===== config.mk =====
export PLATFORM = sky130hd
export DESIGN_NAME = univ_shift_reg
export DESIGN_NICKNAME = d
export VERILOG_FILES = /design/src/rtl/univ_shift_reg.sv
export SDC_FILE = /design/constraint.sdc
export NUM_CORES = 1
export LEC_CHECK = 0
export CORE_ASPECT_RATIO = 1.2
export CORE_MARGIN = 2
export CORE_UTILIZATION = 51
export CTS_CLUSTER_DIAMETER = 60
export CTS_CLUSTER_SIZE = 16
export DETAILED_ROUTE_END_ITERATION = 6
export HOLD_SLACK_MARGIN = 0.05
export PLACE_DENSITY = 0.84
export SYNTH_ARGS = -nofsm -noshare
export SYNTH_HDL_FRONTEND = slang
export SYNTH_SLANG_ARGS = --single-unit
export TNS_END_PERCENT = 10

===== constraint.sdc =====
create_clock -name clk -period 2.07 [get_ports clk]
set_input_delay 0.3105 -clock clk [delete_from_list [all_inputs] [get_ports clk]]
set_output_delay 0.3105 -clock clk [all_outputs]
set_load 0.05 [all_outputs]

===== src/rtl/univ_shift_reg.sv =====
// univ_shift_reg: parametrised universal register with a single-bit-per-clock
// shifter. Hold, load and clear complete at the start edge. Shifts and rotates
// run amt steps under a start/busy/done handshake.
//
// Ports
//   clk      rising-edge clock
//   rst      asynchronous active-high reset, also aborts a running shift
//   start_i  operation request, sampled only while idle
//   op_i     operation code (NOP/LOAD/CLEAR/SHL/SHR/ROL/ROR/ASR)
//   d_i      parallel load data
//   amt_i    number of single-bit steps for shift/rotate ops
//   sin_i    serial input for SHL/SHR, sampled on every step edge
//   q_o      register contents
//   busy_o   high while a multi-step shift is running
//   done_o   one-cycle completion pulse
//   sout_o   last bit shifted or rotated out
//
// state | meaning
// IDLE  | waiting for start, busy low
// RUN   | applying one step of the latched op per clock, busy high

module univ_shift_reg #(
  parameter int                WIDTH   = 8,
  parameter int                AMT_W   = 4,
  parameter logic [WIDTH-1:0]  RST_VAL = '0
) (
  input  logic              clk,
  input  logic              rst,
  input  logic              start_i,
  input  logic [2:0]        op_i,
  input  logic [WIDTH-1:0]  d_i,
  input  logic [AMT_W-1:0]  amt_i,
  input  logic              sin_i,
  output logic [WIDTH-1:0]  q_o,
  output logic              busy_o,
  output logic              done_o,
  output logic              sout_o
);

  localparam logic [0:0] S_IDLE = 1'b0;
  localparam logic [0:0] S_RUN  = 1'b1;

  localparam logic [2:0] OP_NOP   = 3'b000;
  localparam logic [2:0] OP_LOAD  = 3'b001;
  localparam logic [2:0] OP_CLEAR = 3'b010;
  localparam logic [2:0] OP_SHL   = 3'b011;
  localparam logic [2:0] OP_SHR   = 3'b100;
  localparam logic [2:0] OP_ROL   = 3'b101;
  localparam logic [2:0] OP_ROR   = 3'b110;
  localparam logic [2:0] OP_ASR   = 3'b111;

  logic [0:0]       state_q, state_d;
  logic [AMT_W-1:0] cnt_q,   cnt_d;
  logic [2:0]       op_q,    op_d;
  logic [WIDTH-1:0] q_q,     q_d;
  logic             sout_q,  sout_d;
  logic             done_q,  done_d;

  // One step of the latched op, with the bit that leaves the register.
  logic [WIDTH-1:0] step_q;
  logic             step_out;

  always_comb begin
    step_q   = q_q;
    step_out = sout_q;
    case (op_q)
      OP_SHL: begin step_q = {q_q[WIDTH-2:0], sin_i};        step_out = q_q[WIDTH-1]; end
      OP_SHR: begin step_q = {sin_i, q_q[WIDTH-1:1]};        step_out = q_q[0];       end
      OP_ROL: begin step_q = {q_q[WIDTH-2:0], q_q[WIDTH-1]}; step_out = q_q[WIDTH-1]; end
      OP_ROR: begin step_q = {q_q[0], q_q[WIDTH-1:1]};       step_out = q_q[0];       end
      OP_ASR: begin step_q = {q_q[WIDTH-1], q_q[WIDTH-1:1]}; step_out = q_q[0];       end
      default: ;
    endcase
  end

  always_comb begin
    state_d = state_q;
    cnt_d   = cnt_q;
    op_d    = op_q;
    q_d     = q_q;
    sout_d  = sout_q;
    done_d  = 1'b0;
    case (state_q)
      S_IDLE: begin
        if (start_i) begin
          case (op_i)
            OP_NOP:   done_d = 1'b1;
            OP_LOAD:  begin q_d = d_i; done_d = 1'b1; end
            OP_CLEAR: begin q_d = '0;  done_d = 1'b1; end
            default: begin
              if (amt_i == '0) begin
                done_d = 1'b1;
              end else begin
                op_d    = op_i;
                cnt_d   = amt_i;
                state_d = S_RUN;
              end
            end
          endcase
        end
      end
      default: begin
        q_d    = step_q;
        sout_d = step_out;
        cnt_d  = cnt_q - AMT_W'(1);
        if (cnt_q == AMT_W'(1)) begin
          state_d = S_IDLE;
          done_d  = 1'b1;
        end
      end
    endcase
  end

  always_ff @(posedge clk or posedge rst) begin
    if (rst) begin
      state_q <= S_IDLE;
      cnt_q   <= '0;
      op_q    <= OP_NOP;
      q_q     <= RST_VAL;
      sout_q  <= 1'b0;
      done_q  <= 1'b0;
    end else begin
      state_q <= state_d;
      cnt_q   <= cnt_d;
      op_q    <= op_d;
      q_q     <= q_d;
      sout_q  <= sout_d;
      done_q  <= done_d;
    end
  end

  assign q_o    = q_q;
  assign busy_o = (state_q == S_RUN);
  assign done_o = done_q;
  assign sout_o = sout_q;

endmodule


==> flow_summary.yaml, run 1 <==
worst_setup_path:
  critPathTopFamily: "buffers and inverters"
  critical_path.max_fanout: 5
  r2r_setup_slack_ps: 520
  crit_arrival_ps: 1540
  cp-end-kind: "output port"
  max_stage_delay_ps: 830
  crit_type: "reg2out"
  crit_slowest_cell: "clkdlybuf4s50_1"
  r2r-end: "op_q[2]"
  path_cells: "clkdlybuf4s50_1"
  r2r_start: "busy_o"
  required_ps: 1760
  worstSetupStartpointType: "register"
  ff2ff_path_depth: 3
  critPathBufInv: 1
  crit_cells: 1
floorplanning:
  start_util_pct: 53.79
  die_x_um: 46.44
  dieHeight_um: 54.93
  rows: 18
  dieArea_mm2: 0.002551
  core_area_mm2: 0.002049
  ioPinCount: 30
final_layout:
  multi_input_area_um2: 608.1
  area_growth_pct: 34.05
  final_cells: 178
  final_util_pct: 72.10
  ff_latch_area_um2: 450.4
  drive_above_1_share_pct: 12.16
  fillCellCount: 164
  fin_nets: 170
  antennaDiodeCount: 0
clock_tree:
  clock_latency_ps: 290
  cts_buffers: 3
  post_cts_resized: 0
  cts_tree: "yes"
  h-tree-depth: 1
  clkSinkCount: 18
  root_buffer: "clkbuf_4"
  clk_path_buf_depth: 2
  ctsHoldBuffers: 0
  clk_pin_slew_ps: 110
  post_cts_buffers: 0
logic_synthesis:
  synth_area_leaders: "dfrtp_1 41%, o21ai_0 4.1%, a21boi_0 4.1%"
  synth_seq_area_share_pct: 40.86
  netlist_instances: 116
  ys_ff_latch: 18
  syn-num-nets: 137
  synth.cell_area_mm2: 0.001102
  synth_edf_count: 0
  async_flop_share_pct: 100.0
  yosys_warnings: 0
  syn_avg_cell_area_um2: 9.503
  synthTopCellsByCount: "18 x dfrtp_1, 11 x nand2_1, 11 x nor2_1"
  ys_types: 35
  yosysMostFrequentCell: "dfrtp_1"
  yosys.area.top_type_share_pct: 40.86
  synth_ff_type: "dfrtp_1"
  synth_area_leader_cell: "dfrtp_1"
min_path:
  hold_path_class: "in2async"
grt:
  globalRouteOverflowTotal: 0
  grt_pass1_wl_mm: 4.250
  grt_usage_pct: 23.66
  grt_max_degree: 19
  grt_pass1_vias: 995
  antenna_found_initial: 0
sta:
  clock.fmax_mhz: 540.0
  fin_ws_ps: 218.2
  hold_viol: 0
  finClkSkew_ps: 2.225
  rsz0062_at_grt: "false"
  drv_slew: 0
  setup_tns_ps: 0
  setup_viol: 0
  fin_crit_sh_pct: 89.46
  worstMarginPinSlew_ps: 715.0
  min_period_ps: 1852
  slew_headroom_pct: 52.28
drt:
  ant_nets: 0
  via_per_inst: 5.730
  wirelength_mm: 2.591
  vias: 1020
  first_pass_iters: 4
  wl_per_cell_um: 14.56
  first_iter_violations: 22
  route.detailed.drc: 0
power:
  ir_worst_vdd_v: 0.001098
  leakage_uw: 0.0006123
  totalPowerFinal_uw: 2463
  cellPowerDensity_mw_per_mm2: 1667
placed_design:
  finalWeightedCongestion: 0.8166
  portBuffers: 29
  dp_hpwl_mm: 1.892
  pre_cts_slack_ps: 106.7
  dpl.cell_count: 174
outcome:
  status: "finished clean"
run:
  maxCapViolations: 0
[report_power, final]
| part | total (uW) | internal, uW | switching, uW |
|---|---|---|---|
| clock | 222 | 107 | 114 |
| combinational | 1530 | 642 | 887 |
| sequential | 713 | 531 | 182 |
[worst reg2reg max path: cells and delay by family (launching register included)]
| kind | cells | cell delay (ps) |
|---|---|---|
| flip-flops | 1 | 510 |
| multiplexers | 1 | 380 |
| AND/OR/NAND/NOR | 2 | 560 |
[layout by cell type, fill, tap and decap left out, types with 2 or more instances in the layout]
| cell | count |
|---|---|
| o31ai_1 | 2 |
| inv_1 | 4 |
| and3_1 | 6 |
| o21ai_0 | 9 |
| a21oi_1 | 8 |
| nand2_1 | 11 |
| mux2_2 | 3 |
| a31oi_2 | 2 |
| ha_1 | 2 |
| clkdlybuf4s50_1 | 28 |
| clkbuf_4 | 3 |
| a31oi_1 | 6 |
| mux2i_1 | 3 |
| dfrtp_1 | 18 |
| a21boi_0 | 6 |
| nor3b_1 | 2 |
| nand2b_1 | 2 |
| nor2_1 | 11 |
| buf_4 | 4 |
[metrics by stage]
step	instance area, um2	hold slack (ps)
2_1_floorplan	1102	249.1
4_1_cts	1478	433.2
5_1_grt	1478	487.0
3_3_place_gp	1441	491.5
6_report	1478	415.1
3_5_place_dp	1441	510.1
[sequential cells by signal (all words and copies together), names as in the netlist]
name and cells:
done_o 1, busy_o 1, q_o 8, op_q 3, cnt_q 4, sout_o 1
[layer usage]
layer | vias to the layer above | track usage, % | part of all wire (%)
li1 | 492 | - | -
met1 | 488 | 26.60 | 42
met2 | 33 | 42.13 | 52
met3 | 7 | 3.247 | 3.2
met4 | 0 | 13.33 | 2.3
met5 | - | 0 | 0
[worst max path at each step]
| stage | start | endpoint | slack [ps] |
|---|---|---|---|
| 3_5_place_dp | op_i[0] | cnt_q[1] | 110 |
| 5_1_grt | q_o[7] | q_o[7] | 150 |
| 3_3_place_gp | op_i[2] | cnt_q[1] | 200 |
| 2_1_floorplan | busy_o | op_q[0] | 360 |
| 4_1_cts | q_o[7] | q_o[7] | 200 |
| 6_report | q_o[7] | q_o[7] | 220 |
[area by class of cell]
type / instances / area share [%]
Clock buffer: 4 / 2.456
Inverter: 4 / 1.016
Multi-Input combinational cell: 89 / 41.15
Sequential cell: 18 / 30.48
Tap cell: 30 / 2.540
Timing Repair Buffer: 33 / 22.35
[cells by family after synthesis]
family,Yosys count,share of synthesized area (%)
AOI/OAI and AO/OA,40,25.77
xor gates and xnor gates,1,0.7947
adders and majority gates,2,2.270
buffers and inverters,9,3.973
DFF,18,40.86
muxes,6,5.789
and+or+nand+nor,40,20.55
(Power assumes the default switching activity.)
==> run 2: changes to the inputs <==
- SETUP_SLACK_MARGIN: unset -> 0.05
==> results of run 2 <==
Final layout, timing and power as in run 1 (identical DEF).
==> run 3: changes to the inputs <==
- TNS_END_PERCENT: 10 -> 20
==> results of run 3 <==
Final layout, timing and power as in run 1 (identical DEF).
